$ cat src/rtl/frame_sched_pkg.sv
// Shared opcodes, state codes and command layout for the frame scheduler.
package frame_sched_pkg;

  localparam int STATE_W = 3;

  localparam logic [3:0] OP_NOOP       = 4'd0;
  localparam logic [3:0] OP_START      = 4'd1;
  localparam logic [3:0] OP_STOP       = 4'd2;
  localparam logic [3:0] OP_SINGLE     = 4'd3;
  localparam logic [3:0] OP_SET_PERIOD = 4'd4;

  localparam logic [STATE_W-1:0] ST_IDLE    = 3'd0;
  localparam logic [STATE_W-1:0] ST_ARMED   = 3'd1;
  localparam logic [STATE_W-1:0] ST_REQUEST = 3'd2;
  localparam logic [STATE_W-1:0] ST_RELEASE = 3'd3;
  localparam logic [STATE_W-1:0] ST_CLEAR   = 3'd4;

  typedef struct packed {
    logic [3:0]  op;
    logic [11:0] arg;
  } cmd_t;

endpackage

$ cat src/rtl/frame_scheduler_if.sv
// Host/USB-side signal bundle of the frame scheduler.
interface frame_scheduler_if;
  logic [15:0]                         command;
  logic                                send_done;
  logic                                start_sending;
  logic                                acquire_en;
  logic                                frame_clear;
  logic [15:0]                         frame_count;
  logic [frame_sched_pkg::STATE_W-1:0] state_out;
  logic                                timeout_err;

  modport master (
    output command, send_done,
    input  start_sending, acquire_en, frame_clear, frame_count, state_out, timeout_err
  );

  modport slave (
    input  command, send_done,
    output start_sending, acquire_en, frame_clear, frame_count, state_out, timeout_err
  );
endinterface

$ cat src/rtl/frame_scheduler_period_timer.sv
// Loadable down-counter for the acquisition window; flags the last cycle (count == 1).
module period_timer #(
  parameter int W = 24
) (
  input  logic         clk,
  input  logic         reset,
  input  logic         load_i,
  input  logic [W-1:0] load_val_i,
  input  logic         dec_i,
  output logic         expire_o
);

  logic [W-1:0] cnt_q;

  always_ff @(posedge clk) begin
    if (reset)                     cnt_q <= '0;
    else if (load_i)               cnt_q <= load_val_i;
    else if (dec_i && cnt_q != '0) cnt_q <= cnt_q - W'(1);
  end

  assign expire_o = (cnt_q == W'(1));

endmodule

$ cat src/rtl/frame_scheduler.sv
// Acquisition/transfer frame sequencer: IDLE -> ARMED -> REQUEST -> RELEASE -> CLEAR.
// Optional REQUEST watchdog enabled by defining FRAME_SCHED_TIMEOUT_EN.
module frame_scheduler
  import frame_sched_pkg::*;
#(
  parameter int PERIOD_SHIFT   = 12,
  parameter int RELEASE_CYCLES = 4,
  parameter int TIMEOUT_CYCLES = 1000000
) (
  input  logic              clk,
  input  logic              reset,
  frame_scheduler_if.slave  bus
);

  localparam int TMR_W = 12 + PERIOD_SHIFT;
  localparam int REL_W = (RELEASE_CYCLES > 1) ? $clog2(RELEASE_CYCLES) : 1;

  logic [STATE_W-1:0] state_q, state_d;
  logic [15:0]        cmd_prev_q;
  logic [11:0]        period_q, period_d;
  logic               cont_q, cont_d;
  logic [15:0]        count_q, count_d;
  logic [REL_W-1:0]   rel_q, rel_d;
  logic               acq_q, snd_q, clr_q;

  cmd_t       cmd;
  logic       new_cmd, is_stop, is_go, is_setp, go_accept;
  logic       tmr_load, tmr_expire, wd_hit;
  logic [TMR_W-1:0] tmr_val;

  assign cmd       = cmd_t'(bus.command);
  assign new_cmd   = (bus.command != cmd_prev_q);
  assign is_stop   = new_cmd && (cmd.op == OP_STOP);
  assign is_go     = new_cmd && (cmd.op == OP_START || cmd.op == OP_SINGLE);
  assign is_setp   = new_cmd && (cmd.op == OP_SET_PERIOD);
  assign go_accept = (state_q == ST_IDLE) && is_go;
  assign tmr_val   = TMR_W'(period_q) << PERIOD_SHIFT;

  period_timer #(.W(TMR_W)) u_timer (
    .clk        (clk),
    .reset      (reset),
    .load_i     (tmr_load),
    .load_val_i (tmr_val),
    .dec_i      (state_q == ST_ARMED),
    .expire_o   (tmr_expire)
  );

`ifdef FRAME_SCHED_TIMEOUT_EN
  localparam int WD_W = $clog2(TIMEOUT_CYCLES + 1);
  logic [WD_W-1:0] wd_q;
  logic            err_q;

  always_ff @(posedge clk) begin
    if (reset || state_q != ST_REQUEST) wd_q <= '0;
    else                                wd_q <= wd_q + WD_W'(1);
  end

  assign wd_hit = (wd_q == WD_W'(TIMEOUT_CYCLES - 1));

  // send_done on the last allowed cycle still completes the frame
  always_ff @(posedge clk) begin
    if (reset)                                                   err_q <= 1'b0;
    else if (state_q == ST_REQUEST && !bus.send_done && wd_hit)  err_q <= 1'b1;
    else if (go_accept)                                          err_q <= 1'b0;
  end

  assign bus.timeout_err = err_q;
`else
  assign wd_hit          = 1'b0;
  assign bus.timeout_err = 1'b0;
`endif

  always_comb begin
    state_d  = state_q;
    cont_d   = cont_q;
    count_d  = count_q;
    rel_d    = rel_q;
    period_d = period_q;
    tmr_load = 1'b0;
    if (is_setp) period_d = (cmd.arg == 12'd0) ? 12'd1 : cmd.arg;
    if (is_stop) cont_d = 1'b0;
    case (state_q)
      ST_IDLE: begin
        if (is_go) begin
          cont_d   = (cmd.op == OP_START);
          tmr_load = 1'b1;
          state_d  = ST_ARMED;
        end
      end
      ST_ARMED: begin
        // STOP beats a same-cycle expiry
        if (is_stop)         state_d = ST_IDLE;
        else if (tmr_expire) state_d = ST_REQUEST;
      end
      ST_REQUEST: begin
        if (bus.send_done) begin
          count_d = count_q + 16'd1;
          rel_d   = '0;
          state_d = ST_RELEASE;
        end else if (wd_hit) begin
          cont_d  = 1'b0;
          state_d = ST_IDLE;
        end
      end
      ST_RELEASE: begin
        if (rel_q == REL_W'(RELEASE_CYCLES - 1)) state_d = ST_CLEAR;
        else                                      rel_d   = rel_q + REL_W'(1);
      end
      ST_CLEAR: begin
        if (cont_d) begin
          tmr_load = 1'b1;
          state_d  = ST_ARMED;
        end else begin
          state_d  = ST_IDLE;
        end
      end
      default: state_d = ST_IDLE;
    endcase
  end

  always_ff @(posedge clk) begin
    if (reset) begin
      state_q    <= ST_IDLE;
      cmd_prev_q <= 16'd0;
      period_q   <= 12'd1;
      cont_q     <= 1'b0;
      count_q    <= 16'd0;
      rel_q      <= '0;
      acq_q      <= 1'b0;
      snd_q      <= 1'b0;
      clr_q      <= 1'b0;
    end else begin
      state_q    <= state_d;
      cmd_prev_q <= bus.command;
      period_q   <= period_d;
      cont_q     <= cont_d;
      count_q    <= count_d;
      rel_q      <= rel_d;
      // outputs decoded from next state so they line up with state_out
      acq_q      <= (state_d == ST_ARMED);
      snd_q      <= (state_d == ST_REQUEST);
      clr_q      <= (state_d == ST_CLEAR);
    end
  end

  assign bus.acquire_en    = acq_q;
  assign bus.start_sending = snd_q;
  assign bus.frame_clear   = clr_q;
  assign bus.frame_count   = count_q;
  assign bus.state_out     = state_q;

endmodule

$ cat src/flat_wrapper.sv
// flat-port wrapper written by rule: the top's interface ports become plain ports
module frame_scheduler_flat import frame_sched_pkg::*;
#(
  parameter int PERIOD_SHIFT   = 12,
  parameter int RELEASE_CYCLES = 4,
  parameter int TIMEOUT_CYCLES = 1000000
)
  (clk, reset, bus_command, bus_send_done, bus_start_sending, bus_acquire_en, bus_frame_clear, bus_frame_count, bus_state_out, bus_timeout_err);
  frame_scheduler_if bus_i ();
  input  logic clk;
  input  logic reset;
  input wire logic [$bits(bus_i.command)-1:0] bus_command;
  input wire logic [$bits(bus_i.send_done)-1:0] bus_send_done;
  output wire logic [$bits(bus_i.start_sending)-1:0] bus_start_sending;
  output wire logic [$bits(bus_i.acquire_en)-1:0] bus_acquire_en;
  output wire logic [$bits(bus_i.frame_clear)-1:0] bus_frame_clear;
  output wire logic [$bits(bus_i.frame_count)-1:0] bus_frame_count;
  output wire logic [$bits(bus_i.state_out)-1:0] bus_state_out;
  output wire logic [$bits(bus_i.timeout_err)-1:0] bus_timeout_err;
  assign bus_i.command = bus_command;
  assign bus_i.send_done = bus_send_done;
  assign bus_start_sending = bus_i.start_sending;
  assign bus_acquire_en = bus_i.acquire_en;
  assign bus_frame_clear = bus_i.frame_clear;
  assign bus_frame_count = bus_i.frame_count;
  assign bus_state_out = bus_i.state_out;
  assign bus_timeout_err = bus_i.timeout_err;
  frame_scheduler #(.PERIOD_SHIFT(PERIOD_SHIFT), .RELEASE_CYCLES(RELEASE_CYCLES), .TIMEOUT_CYCLES(TIMEOUT_CYCLES)) u_core (.clk(clk), .reset(reset), .bus(bus_i));
endmodule
$ cat config.mk
export PLATFORM = sky130hd
export DESIGN_NAME = frame_scheduler_flat
export DESIGN_NICKNAME = d
export VERILOG_FILES = /design/src/rtl/frame_sched_pkg.sv /design/src/rtl/frame_scheduler_if.sv /design/src/rtl/frame_scheduler_period_timer.sv /design/src/rtl/frame_scheduler.sv /design/src/flat_wrapper.sv
export SDC_FILE = /design/constraint.sdc
export NUM_CORES = 1
export LEC_CHECK = 0
export BUFFER_PORTS_ARGS = -buffer_cell sky130_fd_sc_hd__clkbuf_2
export CELL_PAD_IN_SITES_DETAIL_PLACEMENT = 1
export CELL_PAD_IN_SITES_GLOBAL_PLACEMENT = 1
export CORE_MARGIN = 2
export CORE_UTILIZATION = 30
export CTS_CLUSTER_SIZE = 10
export DETAILED_ROUTE_END_ITERATION = 8
export GPL_TIMING_DRIVEN = 0
export PLACE_DENSITY_LB_ADDON = 0.1
export SYNTH_ARGS = -nofsm -noshare
export SYNTH_HDL_FRONTEND = slang
export SYNTH_SLANG_ARGS = --single-unit
$ cat constraint.sdc
create_clock -name clk -period 2.5 [get_ports clk]
set_clock_uncertainty 0.2 [all_clocks]
set_input_delay 0.375 -clock clk [delete_from_list [all_inputs] [get_ports clk]]
set_output_delay 0.375 -clock clk [all_outputs]
set_load 0.02 [all_outputs]
Word-level counts from Yosys, hierarchy flattened --
Cells that the tools add are included.
Cells by class: add/sub/neg operators 3, multipliers 0, divide/modulo/power cells 0, magnitude comparators 0, equality and inequality tests 16, shifts and indexed selects 0, muxes and demuxes 19, bitwise logic cells 0, reductions and logical operators 13
Operators with widths (number):
- 24-bit two-way mux | 2
- 24-bit by 1-bit == test with 1-bit output, second input constant | 1
- 24-bit nonzero test | 1
- 24-bit by 1-bit subtractor with 24-bit output, second input constant | 1
- 16-bit by 1-bit adder with 16-bit output, second input constant | 1
- 16-bit != test | 1
- 3-bit two-way mux | 5
- 3-bit one-hot mux with 5 select lines | 1
- 12-bit zero test | 1
- 12-bit two-way mux | 1
- 3-bit by 2-bit == test with 1-bit output, second input constant | 3
- 4-bit by 2-bit == test with 1-bit output, second input constant | 2
- 3-bit by 1-bit == test with 1-bit output, second input constant | 2
- 3-bit == test, second input constant | 2
- 1-bit two-way mux | 6
- 4-bit by 1-bit == test with 1-bit output, second input constant | 1
- 4-bit by 3-bit == test with 1-bit output, second input constant | 1
- 1-bit logical AND | 4
- 2-bit two-way mux | 2
- 2-bit != test, second input constant | 2
- 2-bit one-hot mux with 2 select lines | 1
- 2-bit nonzero test | 2
- 3-bit zero test | 1
- 3-bit AND reduction | 1
- other kinds (6) | 6
Storage, ports and cells: register bits after elaboration 77, latch bits 0, RAM bits 0, ROM bits 0, input bits 19, output and inout port bits 23, word-level logic and storage cells 62, memories 0

Depth between registers and ports, before layout --
depth in word-level cells 6, depth in mapped cells 9, mapped depth without buffers 8

Hierarchy --
A second synthesis with hierarchy kept.
Unflattened totals: cells, all modules 404, area total of the unflattened synthesis 3719.8 µm²
By module, submodules not included:
- frame_scheduler | instances 1, cells each 235, area an instance 2275.9 µm², seq. area each 1061.0 µm²
- period_timer | instances 1, cells each 169, area an instance 1443.9 µm², seq. area each 480.5 µm²

Worst setup path before layout --
OpenSTA, ideal clock, no wires.
kind in2reg, start point in bus_command[14], end point reg u_core.u_timer.cnt_q[14], setup time 0.122 ns, arrival 1.835 ns, required time 2.178 ns, setup slack 0.343 ns, stages 7, path buffers 1, path through clkbuf_1 -> xor2_1 -> nor4_1 -> nand4_2 -> a32oi_1 -> nor2_1 -> a311o_1
On the way: cells in the longest elaborated chain, start to end 6, elaborated cells between the ends (all ways) 13, those cells by class 4 x eq/ne; 5 x mux; 4 x reduce/logical
RTL lines:
- start: declaration | RTL line flat_wrapper.sv:12 | input wire logic [$bits(bus_i.command)-1:0] bus_command;
- 16-bit != test (tied with other cells) | RTL line frame_scheduler.sv:32 | assign new_cmd = (bus.command != cmd_prev_q);
- 1-bit logical AND or 1-bit logical OR (tied branches) | RTL line frame_scheduler.sv:33, frame_scheduler.sv:34
- 1-bit two-way mux or 1-bit logical AND (tied branches) | RTL line frame_scheduler.sv:81, frame_scheduler.sv:34
- 1-bit two-way mux (on tied branches) | RTL line frame_scheduler.sv:110, frame_scheduler.sv:84
- 1-bit one-hot mux with 2 select lines (*) | RTL line frame_scheduler.sv:82 | case (state_q)
- 24-bit two-way mux or 2-bit nonzero test (tied branches)
- end signal: assignment | RTL line frame_scheduler_period_timer.sv:17 | else if (load_i) cnt_q <= load_val_i;
- end signal: assignment | RTL line frame_scheduler_period_timer.sv:18 | else if (dec_i && cnt_q != '0) cnt_q <= cnt_q - W'(1);
- end: declaration | RTL line frame_scheduler_period_timer.sv:13 | logic [W-1:0] cnt_q;
Every way passes the cells marked *; elsewhere a longest branch is shown, timed or not. A chain may end at the register's enable or synchronous reset.

Worst setup path in the final report --
start point reg u_core.state_q[2], in the netlist u_core.bus.state_out[2], end point reg u_core.u_timer.cnt_q[13]
On the way: cells in the longest elaborated chain, start to end 3, elaborated cells between the ends (all ways) 7, those cells by class 2 x eq/ne; 2 x mux; 3 x reduce/logical
RTL lines:
- start: declaration | RTL line frame_scheduler.sv:18 | logic [STATE_W-1:0] state_q, state_d;
- start signal: assignment | RTL line frame_scheduler.sv:133 | state_q <= state_d;
- 3-bit == test (tied with other cells) | RTL line frame_scheduler.sv:82
- 1-bit one-hot mux with 2 select lines or 1-bit logical AND (tied branches) | RTL line frame_scheduler.sv:82, frame_scheduler_period_timer.sv:18
- 24-bit two-way mux or 2-bit nonzero test (tied branches)
Parallel ways exist; a longest one is shown, timed or not.

==> summary.md <==
| Metric | Value |
|---|---|
| Outcome | `complete, no violations` |
| Clk buf depth | `2` |
| Global-route wire length before repair | `16.0 mm` |
| Cts bufs inserted | `9` |
| Share of cells above drive strength 1 | `21.6%` |
| Initial DRC Count | `120` |
| Seq cells post-synth | `77` |
| Effective utilization at floorplan | `30.4%` |
| Nets | `465` |
| Die Y-Extent | `114 um` |
| Slew @ Worst Pin | `627 ps` |
| Pin count of the biggest net entering global routing | `13` |
| Compound-Gate Fraction of Synth Area | `9.70%` |
| PortBufs | `39` |
| Crit end category | `flop` |
| Reg-to-Reg Start | `u_core.bus.state_out[2]` |
| Fin. Hold Viols | `0` |
| Adder-Cell Fraction of Synth Area | `1.73%` |
| Period minus WS final | `2390 ps` |
| Area Overhead vs Synth | `21.9%` |
| Synth cell count leaders | `77 x dfxtp_1, 40 x nor2_1, 35 x xor2_1` |
| DRC errors left | `0` |
| Grt total ovfl | `0` |
| Reg-to-reg slack, setup | `110 ps` |
| Overall Power | `0.00334 W` |
| Global router's overall resource usage | `16.1%` |
| WL per Instance | `16.5 um` |
| Simple-gate share of the synthesized area | `28.3%` |
| CTS sink cnt | `77` |
| Antenna Nets Post-Route | `0` |
| Root Driver | `clkbuf_16` |
| Fmax | `0.418 GHz` |
| Syn Inst Count | `385` |
| Post-synth EDFFs | `0` |
| Gpl congestion | `0.736` |
| Final setup fails | `0` |
| Leak pwr | `1.73 nW` |
| Cell taking the most area after synthesis | `dfxtp_1` |
| Warnings, synthesis | `0` |
| RSZ-0062 raised after global routing | `yes` |
| Clock Latency Late Sink | `340 ps` |
| Crit path depth | `7` |
| Worst hold margin | `113 ps` |
| Critical Path Start Type | `flop` |
| Reg-to-reg endpoint | `u_core.u_timer.cnt_q[13]` |
| WP buf/inv | `2` |
| Synth top area share | `42.7%` |
| XOR/XNOR share of the synthesized area | `11.2%` |
| Placed instance area | `3990 um^2` |
| Antenna Cells | `0` |
| CTS tree | `done` |
| Met1 usage in global routing | `21.1%` |
| Avg Cell Area, Syn | `9.38 um^2` |
| CP startpoint | `u_core.bus.state_out[2]` |
| Routed WL | `9.76 mm` |
| Data arrival time of the worst path | `2440 ps` |
| Die Wd | `114 um` |
| Site Rows | `40` |
| WP data required | `2540 ps` |
| Period utilisation layout | `95.6%` |
| Power per Cell Area | `760 nW/um^2` |
| Max IR drop VDD | `0.000225 V` |
| Most common flop cell mapped by yosys | `dfxtp_1` |
| Library cells used by synthesis | `66` |
| Htree depth | `3` |
| Synth area leaders | `dfxtp_1 43%, xor2_1 8.5%, nor2_1 4.2%, mux2i_1 3.3%, nor3_1 3.0%` |
| Met3 usage in global routing | `4.41%` |
| Worst hold path type | `input pin to flop` |
| Clk slew on worst S/H paths | `60 ps` |
| CP max stage cell | `or3_2` |
| Async S/R FF share, synth | `0%` |
| Fill cells | `1363` |
| Via/cell ratio | `5.01` |
| Core area | `11900 um^2` |
| Reg2reg path depth | `7` |
| CP max FO | `10` |
| Sequential share of the synthesized area | `42.7%` |
| Hold-fix buffers, CTS | `0` |
| Post-layout worst setup margin | `109 ps` |
| Syn Nets | `409` |
| Slew headroom | `58.2%` |
| Initial antenna violation count | `0` |
| Max-cap violation count | `0` |
| Grt peak-use layer | `met2` |
| Count leader, synth | `dfxtp_1` |
| Setup crit end | `u_core.u_timer.cnt_q[13]` |
| DP HPWL | `7.02 mm` |
| GR Util met2 | `25.5%` |
| Final Core Density | `37.1%` |
| Critical path class | `flop to flop` |
| Largest family of logic cells by synthesized area | `simple AND/OR/NAND/NOR gates` |
| Critical Path Max Stage Delay | `440 ps` |
| Design Area, Final | `4400 um^2` |
| Vias in the first global route | `2970` |
| Fin. max-slew vios | `0` |
| Post-place setup slack | `-305 ps` |
| Worst hold start | `bus_command[7]` |
| Die area | `12900 um^2` |
| Mux contribution to synthesized area | `3.33%` |
| Crit-path cells | `clkbuf_1, nor3b_4, inv_1, a21oi_4, nand3_1, or3_2, o311ai_1` |
| Vias | `2965` |
| Family with the most delay on the worst path | `simple AND/OR/NAND/NOR gates` |
| Mapped cell area | `3610 um^2` |
| DRT Pass-1 Iters | `4` |
| I/O Pins | `42` |
[where the power goes]
group / total (W) / switching [W] / leakage, nW / internal [W]
Clock: 0.00141 / 0.000514 / 0.152 / 0.000895
Combinational: 0.000589 / 0.000343 / 0.947 / 0.000246
Sequential: 0.00135 / 0.0000587 / 0.627 / 0.00129
Total: 0.00334 / 0.000916 / 1.73 / 0.00243
[metrics by stage]
step,cells,setup TNS (ps)
after floorplan,385,0
after CTS,586,0
final,592,0
after detailed placement,571,-5090
after global routing,592,-17.8
after global placement,571,-4150
[how the worst min path moves through the flow]
stage	end	slack [ps]	depth (start not counted)
6_report	u_core.cmd_prev_q[7]	110	2
2_1_floorplan	u_core.period_q[0]	250	2
3_3_place_gp	u_core.rel_q[1]	280	2
5_1_grt	u_core.cmd_prev_q[0]	120	2
3_5_place_dp	u_core.cont_q	290	2
4_1_cts	u_core.cmd_prev_q[7]	110	2
[cell usage in the layout, fill, tap and decap left out, types with 12 or more instances in the layout]
cell type | Yosys | final
dfxtp_1 | 77 | 76
clkbuf_2 | 0 | 39
xor2_1 | 35 | 35
nor3_1 | 22 | 21
nor2b_1 | 17 | 17
nand3_1 | 14 | 14
nand4_1 | 12 | 12
nand2_1 | 16 | 16
nor2_1 | 40 | 38
mux2i_1 | 12 | 12
a21oi_1 | 12 | 12
[worst reg2reg max path: stages (launching register included)]
cell and delay (ps):
dfxtp_1 320, clkbuf_1 250, nor3b_4 380, inv_1 170, a21oi_4 270, nand3_1 180, or3_2 440, o311ai_1 90
[cell families (layout without fill, tap and decap cells)]
group           Yosys count  count (layout)
simple gates            172             172
xor+xnor                 46              46
fa+ha+maj                 5               5
buf+inv                  23              83
other cells               1               1
mux                      12              12
flops                    77              77
compound gates           49              49
[per-layer routing]
layer	part of all wire [%]	vias to the layer above
li1	-	1489
met1	49	1429
met5	0	-
met3	3.4	11
met4	1.9	0
met2	46	36
[cell type report]
| cell class | instances | area (um^2) | share of cell area [%] |
|---|---|---|---|
| Clock inverter | 4 | 72.6 | 1.65 |
| Inverter | 5 | 18.8 | 0.426 |
| Timing Repair Buffer | 45 | 240 | 5.46 |
| Buffer | 18 | 98.8 | 2.24 |
| Tap cell | 147 | 184 | 4.18 |
| Sequential cell | 77 | 1540 | 35.0 |
| Clock buffer | 11 | 243 | 5.51 |
| Multi-Input combinational cell | 285 | 2000 | 45.5 |
[timing repair]
action,4_1_cts,5_1_grt
setup buffers,0,6
setup endpoints to repair,11,31
pin swaps,0,2
gates resized for setup,3,10
[registers in the layout, summed over array words and instances (netlist names)]
signal and flops:
u_core.u_timer.cnt_q 24, u_core.bus.frame_count 16, u_core.cmd_prev_q 16, u_core.period_q 12, u_core.bus.state_out 3, u_core.rel_q 2, u_core.bus.acquire_en 1, u_core.bus.frame_clear 1
u_core.bus.start_sending 1, u_core.cont_q 1
Power figures use the tool's default switching activity.
